File: src/rtl/text_char_fetch.sv
// -----------------------------------------------------------------------------
// text_char_fetch
//   Text-mode scan-out sequencer. For every visible scanline it walks one row
//   of the text buffer, forms a charset ROM address {code, glyph_row} for each
//   character and shifts the returned glyph byte out MSB-first as a 1-bit
//   pixel stream, one pixel per clock.
//
//   Pipeline (line_start sampled in cycle L):
//     L+1 tram_addr valid, L+2 tram_data, L+3 cs_addr valid, L+4 cs_q,
//     L+5 first pixel. The next column's text fetch is issued so that its
//     glyph byte lands exactly at the pixel 7 -> pixel 0 boundary.
//
// Parameters
//   COLS    characters per text row (1..255)
//   ROWS    text rows per frame (1..63)
//   TRAM_AW text RAM address width, COLS*ROWS <= 2**TRAM_AW
//
// Ports
//   clk          system clock, one pixel per cycle
//   rst_n        synchronous active-low reset
//   frame_start  one-cycle pulse at top of frame (clears line counters)
//   line_start   one-cycle pulse at start of each visible scanline
//   tram_addr    text RAM read address (registered)
//   tram_data    character code, valid the cycle after tram_addr
//   cs_addr      charset ROM address {code, glyph_row} (registered)
//   cs_q         glyph row byte, valid the cycle after cs_addr
//   pix_on       pixel foreground bit (0 whenever pix_valid is 0)
//   pix_valid    high while pix_on carries a character pixel
//   busy         high from line fetch start until the last pixel of the line
//
// Optional feature (macro TEXT_CURSOR_EN)
//   cursor_addr  in  text-buffer index of the cursor cell
//   cursor_blink out bit 5 of a frame counter (64-frame period)
//   The cursor cell's glyph rows 14/15 are inverted while cursor_blink is 1.
// -----------------------------------------------------------------------------
module text_char_fetch #(
    parameter int unsigned COLS    = 80,
    parameter int unsigned ROWS    = 30,
    parameter int unsigned TRAM_AW = 12
) (
    input  logic               clk,
    input  logic               rst_n,
    input  logic               frame_start,
    input  logic               line_start,
    output logic [TRAM_AW-1:0] tram_addr,
    input  logic [7:0]         tram_data,
    output logic [11:0]        cs_addr,
    input  logic [7:0]         cs_q,
    output logic               pix_on,
    output logic               pix_valid,
    output logic               busy
`ifdef TEXT_CURSOR_EN
    ,
    input  logic [TRAM_AW-1:0] cursor_addr,
    output logic               cursor_blink
`endif
);

    typedef enum logic [1:0] {
        S_IDLE,
        S_FETCH,
        S_SHIFT
    } state_e;

    // One extra bit on row_base so the end-of-frame value never aliases to 0.
    localparam logic [TRAM_AW:0] CELLS    = (TRAM_AW+1)'(ROWS * COLS);
    localparam logic [TRAM_AW:0] COLS_W   = (TRAM_AW+1)'(COLS);
    localparam logic [7:0]       LAST_COL = 8'(COLS - 1);

    state_e             state_q, state_d;
    logic [TRAM_AW-1:0] tram_addr_q, tram_addr_d;
    logic [11:0]        cs_addr_q, cs_addr_d;
    logic [7:0]         shift_q, shift_d;
    logic [2:0]         bit_q, bit_d;
    logic [7:0]         col_q, col_d;
    logic [3:0]         pipe_q, pipe_d;       // bit i: text fetch issued i cycles ago
    logic [3:0]         glyph_row_q, glyph_row_d;
    logic [TRAM_AW:0]   row_base_q, row_base_d;
    logic [7:0]         load_byte;

`ifdef TEXT_CURSOR_EN
    logic [5:0]         frame_cnt_q, frame_cnt_d;
    logic [2:0]         cur_q, cur_d;         // cursor-hit flag travelling with pipe_q
    logic               cursor_hit;

    assign cursor_hit = (tram_addr_q == cursor_addr) &&
                        (glyph_row_q[3:1] == 3'b111) &&
                        frame_cnt_q[5];
    assign load_byte  = cs_q ^ {8{cur_q[2]}};
    assign cursor_blink = frame_cnt_q[5];
`else
    assign load_byte  = cs_q;
`endif

    always_comb begin
        state_d     = state_q;
        tram_addr_d = tram_addr_q;
        cs_addr_d   = cs_addr_q;
        shift_d     = shift_q;
        bit_d       = bit_q;
        col_d       = col_q;
        pipe_d      = {pipe_q[2:0], 1'b0};
        glyph_row_d = glyph_row_q;
        row_base_d  = row_base_q;
`ifdef TEXT_CURSOR_EN
        frame_cnt_d = frame_cnt_q;
        cur_d       = {cur_q[1:0], pipe_q[0] & cursor_hit};
`endif

        // Text RAM data for the fetch issued last cycle is present now.
        if (pipe_q[1]) begin
            cs_addr_d = {tram_data, glyph_row_q};
        end

        unique case (state_q)
            S_IDLE: ;
            S_FETCH: begin
                if (pipe_q[3]) begin
                    shift_d = load_byte;
                    bit_d   = '0;
                    col_d   = '0;
                    state_d = S_SHIFT;
                end
            end
            S_SHIFT: begin
                shift_d = {shift_q[6:0], 1'b0};
                bit_d   = bit_q + 3'd1;
                // Issuing at the end of pixel 3 puts the address on the bus
                // during pixel 4, so the byte arrives for the pixel 7 -> 0 load.
                if (bit_q == 3'd3 && col_q != LAST_COL) begin
                    tram_addr_d = TRAM_AW'(row_base_q + (TRAM_AW+1)'(col_q) + 1'b1);
                    pipe_d[0]   = 1'b1;
                end
                if (bit_q == 3'd7) begin
                    if (col_q == LAST_COL) begin
                        state_d     = S_IDLE;
                        glyph_row_d = glyph_row_q + 4'd1;
                        if (glyph_row_q == 4'd15 && row_base_q < CELLS) begin
                            row_base_d = row_base_q + COLS_W;
                        end
                    end else begin
                        shift_d = load_byte;
                        col_d   = col_q + 8'd1;
                    end
                end
            end
            default: state_d = S_IDLE;
        endcase

        if (frame_start) begin
            glyph_row_d = '0;
            row_base_d  = '0;
            state_d     = S_IDLE;
            pipe_d      = '0;
`ifdef TEXT_CURSOR_EN
            frame_cnt_d = frame_cnt_q + 6'd1;
`endif
        end

        // An aborting line_start must not let a coincident line completion
        // advance the counters; a coincident frame_start has already cleared them.
        if (line_start && !frame_start) begin
            glyph_row_d = glyph_row_q;
            row_base_d  = row_base_q;
        end

        if (line_start && (frame_start || row_base_q < CELLS)) begin
            state_d     = S_FETCH;
            tram_addr_d = frame_start ? '0 : TRAM_AW'(row_base_q);
            pipe_d      = 4'b0001;
            shift_d     = '0;
`ifdef TEXT_CURSOR_EN
            cur_d       = '0;
`endif
        end
    end

    always_ff @(posedge clk) begin
        if (!rst_n) begin
            state_q     <= S_IDLE;
            tram_addr_q <= '0;
            cs_addr_q   <= '0;
            shift_q     <= '0;
            bit_q       <= '0;
            col_q       <= '0;
            pipe_q      <= '0;
            glyph_row_q <= '0;
            row_base_q  <= '0;
`ifdef TEXT_CURSOR_EN
            frame_cnt_q <= '0;
            cur_q       <= '0;
`endif
        end else begin
            state_q     <= state_d;
            tram_addr_q <= tram_addr_d;
            cs_addr_q   <= cs_addr_d;
            shift_q     <= shift_d;
            bit_q       <= bit_d;
            col_q       <= col_d;
            pipe_q      <= pipe_d;
            glyph_row_q <= glyph_row_d;
            row_base_q  <= row_base_d;
`ifdef TEXT_CURSOR_EN
            frame_cnt_q <= frame_cnt_d;
            cur_q       <= cur_d;
`endif
        end
    end

    assign tram_addr = tram_addr_q;
    assign cs_addr   = cs_addr_q;
    assign pix_valid = (state_q == S_SHIFT);
    assign pix_on    = pix_valid & shift_q[7];
    assign busy      = (state_q != S_IDLE);

endmodule

File: config.mk
export PLATFORM = sky130hd
export DESIGN_NAME = text_char_fetch
export DESIGN_NICKNAME = d
export VERILOG_FILES = /design/src/rtl/text_char_fetch.sv
export SDC_FILE = /design/constraint.sdc
export NUM_CORES = 1
export LEC_CHECK = 0
export ABC_AREA = 1
export CAP_MARGIN = 20
export CORE_ASPECT_RATIO = 1.2
export CORE_MARGIN = 2
export CORE_UTILIZATION = 25
export CTS_BUF_LIST = sky130_fd_sc_hd__clkbuf_16
export DETAILED_ROUTE_END_ITERATION = 8
export PLACE_DENSITY_LB_ADDON = 0.2
export SLEW_MARGIN = 20
export SYNTH_ARGS = -nofsm -noshare
export SYNTH_HDL_FRONTEND = slang
export SYNTH_SLANG_ARGS = --single-unit
File: constraint.sdc
create_clock -name clk -period 2.4 [get_ports clk]
set_input_delay 0.72 -clock clk [delete_from_list [all_inputs] [get_ports clk]]
set_output_delay 0.72 -clock clk [all_outputs]
set_load 0.005 [all_outputs]
Yosys cells after proc, flatten, opt, wreduce, memory -nomap -nowiden
Index checks and enable logic that the tools add are counted. Widths: inputs -> output; s select.

Bitwise operators: 4. Eq/ne operators: 15. Reduce and logical (&&, ||, !) cells: 24. Mux-type cells: 33. $add $sub $neg: 6. $lt $le $gt $ge: 1.

Operators with widths (count): $mux 13 (5); $mux 12 (4); $mux 8 (6); $pmux 8 s2 (2); $mux 4 (4); $reduce_and 4->1 (4); $reduce_bool 2->1 (8); $add 13x7->13 const B (1); $lt 13x12->1 const B (1); $add 12x1->12 const B (1); $add 12x8->12 (1); $add 8x1->8 const B (1); $eq 8x7->1 const B (1); $ne 4x2->1 const B (2); $ne 8x7->1 const B (1); $mux 1 (6); $mux 2 (3); $pmux 2 s3 (1); $pmux 3 s2 (1); $reduce_and 5->1 (1); $add 4x1->4 const B (1); $eq 4x4->1 const B (1); $logic_and 1x1->1 (4); $ne 2x1->1 const B (2); other kinds (17) (21).

Flip-flop bits (word level): 66. Input port bits: 20.

Longest topological paths before layout
Depth after elaboration: 7. Depth in mapped cells: 13.

Least setup slack after synthesis
OpenSTA, ideal clock, no wires.

Kind: in2reg. Start: in rst_n. End: reg state_q[0]. Stages on the path: 4. Required time: 2299 ps. Library setup time: 101 ps. Path slack: 817 ps. Buffers on the path: 0. Data arrival time: 1482 ps. Cells stage by stage: inv_1 -> nor2_1 -> inv_1 -> o41ai_1.

RTL lines: from (decl) (line 42) `input logic rst_n,`; to (signal assigned) (line 194) `state_q <= state_d;`; to (decl) (line 70) `state_e state_q, state_d;`.

Final worst setup path
Start: reg state_q[1]. End: out pix_valid.

Word-level cells in the longest chain between the ends: 1.

Ends and longest elaborated chain: $eq 2x2->1 (line 212) `assign pix_valid = (state_q == S_SHIFT);`; to (decl) (line 50) `output logic pix_valid,`.

No other way between the ends.

==> summary.txt <==
design area -> 4270 um^2
vias in the first global route -> 3119
clk_lat worst skew -> 0.33 ns
Worst path max stage delay -> 0.50 ns
Rel. slew slack -> 66.1%
core footprint -> 12700 um^2
remaining global-route overflow -> 0
CTS tree -> yes
area delta synth->final -> 30.7%
ANT nets after route -> 0
DP HPWL -> 6750 um
largest net degree at the start of global routing -> 20
initial antenna violation count -> 0
Synth area leaders -> dfxtp_1 (38%), nand2_1 (11%), inv_1 (6.8%)
Final min period -> 2.27 ns
Max clock buf depth -> 2
Total GRT Usage -> 13.9%
IO Count -> 47
number of CTS-inserted buffers -> 9
EDFF count, synth -> 0
Reg clk slew, reported paths -> 0.06 ns
clock skew -> 0.00590 ns
kind of critical path -> reg2out
wirelength, routed -> 8920 um
layout cells sized above 1 -> 10.5%
clk sinks -> 62
Async S/R FF share, synth -> 0%
status -> finished, final reports clean
worst min path class -> reg2reg
critical path cell sequence -> inv_2, nor2_8, buf_4, clkdlybuf4s50_1
top-count cell post-synth -> nand2_1
CP Buf/Inv Count -> 3
maximum vdd drop -> 0.310 mV
top cell type's share of synthesized area -> 38.0%
Synth warnings -> 0
Pleak -> 1.74 nW
crit-path max FO -> 5
routed len/inst -> 12.8 um
Area after DPL -> 3940 um^2
I/O Buffers -> 46
via count -> 3115
setup TNS -> 0 ns
Least-Margin Pin Slew -> 0.508 ns
DIE HEIGHT -> 129 um
First-pass DRT Iterations -> 4
DIE AREA -> 14000 um^2
post-synth top area cell -> dfxtp_1
crit start category -> flop
Avg Inst Size Synth -> 6.95 um^2
max cap viols -> 0
vias per inst -> 4.47
RSZ-0062 raised after global routing -> no
Max stage delay cell, worst path -> clkdlybuf4s50_1
Main synth FF type -> dfxtp_1
# DRC -> 0
htree depth -> 3
crit path capture type -> primary output
Inst Count DP -> 679
Net count, final -> 559
Clk Tree Root Cell -> clkbuf_16
post-route clock period utilization -> 94.7%
fin. max-slew vios -> 0
cell family contributing the most delay on the critical path -> buffers and inverters
# setup viols final -> 0
Initial Util -> 25.7%
Peak Freq -> 440 MHz
synthesized cell area -> 3270 um^2
Final Wtd Congestion -> 0.822
final hold vios -> 0
sequential element share of the synthesized area -> 38.0%
diode count -> 0
DRT iter0 DRCs -> 159
Post-synth top cells -> nand2_1 (95), dfxtp_1 (62), inv_1 (59), nor2_1 (59), a21oi_1 (39)
Pwr Density -> 601 nW/um^2
Yosys cell types -> 35
worst path required time -> 1.68 ns
non-filler cells, final -> 697
critical path arrival -> 1.55 ns
syn_nets -> 501
first-pass GRT wire length -> 15100 um
Synth Instances -> 470
Rows -> 45
DIE WIDTH -> 108 um
Yosys reg bits -> 62
==> report_power, final <==
group	leakage, nW	switching, W	internal (W)
clock network	0.157	0.000485	0.000903
registers	0.501	0.00000923	0.00104
logic	1.08	0.0000629	0.0000657
==> logic make-up after synthesis <==
| family | synth area share, % |
|---|---|
| DFF | 38.0 |
| and+or+nand+nor | 32.8 |
| xor gates and xnor gates | 1.07 |
| AOI/OAI and AO/OA | 14.1 |
| adders and majority gates | 4.21 |
| buffers and inverters | 9.84 |
==> routing by layer <==
metal,GRT usage [%],vias up,wire length [um]
li1,-,1641,-
met1,18.1,1420,4330
met2,22.8,42,4200
met3,2.46,12,238
met5,0,-,0
met4,5.43,0,147
==> path summary, 6_finish.rpt <==
| check | from | end | slack, ns | depth (start not counted) |
|---|---|---|---|---|
| worst max register to register | col_q[0] | col_q[2] | 0.55 | 11 |
| worst min-delay path | pipe_q[2] | pipe_q[3] | 0.41 | 2 |
| worst max-delay path | state_q[1] | pix_valid | 0.13 | 4 |
| worst min register to register | pipe_q[2] | pipe_q[3] | 0.41 | 2 |
==> worst reg2reg max path, cell delays in order, from the launching register on <==
cell	delay [ns]
dfxtp_1	0.43
ha_1	0.24
inv_1	0.10
nor2_4	0.14
nand2_4	0.11
nand2_1	0.10
nand2_1	0.06
nand2_2	0.22
inv_1	0.17
nand3_1	0.10
nand2_1	0.05
nor2_1	0.07
==> layout by cell type, fill, tap and decap left out, drive strengths merged, types with 11 or more instances in the layout <==
cell type and instances:
a21oi 39, nor2 65, nand2 102, nand3 42
ha 11, inv 68, buf 11, dfxtp 62
clkdlybuf4s50 45, o21ai 43
==> metrics by stage <==
step	power (W)	utilization, %	hold WS, ns	setup slack [ns]
3_3_place_gp	0.00120	30.9	0.401	0.197
5_1_grt	0.00267	33.5	0.427	0.0380
2_1_floorplan	0.00112	-	0.394	0.817
6_report	0.00257	33.5	0.411	0.128
4_1_cts	0.00260	33.4	0.415	0.0231
3_5_place_dp	0.00120	30.9	0.402	0.153
==> cell type report <==
cell class	instances	area (um^2)
Inverter	68	258
Multi-Input combinational cell	330	1700
Timing Repair Buffer	57	546
Clock buffer	9	225
Tap cell	164	205
Sequential cell	62	1240
Clock inverter	7	90.1
Fill cell	1395	8460
==> timing repair <==
action,in CTS,in global routing
setup endpoints to repair,0,1
buffers inserted,0,2
gates resized for setup,0,1
hold buffers,0,0
==> registers in the layout (all words and copies together), names as in the netlist <==
register     flops
tram_addr       12
row_base_q       9
bit_q            3
shift_q          8
glyph_row_q      4
pipe_q           4
state_q          2
col_q            8
cs_addr         12
(Power assumes the default switching activity.)
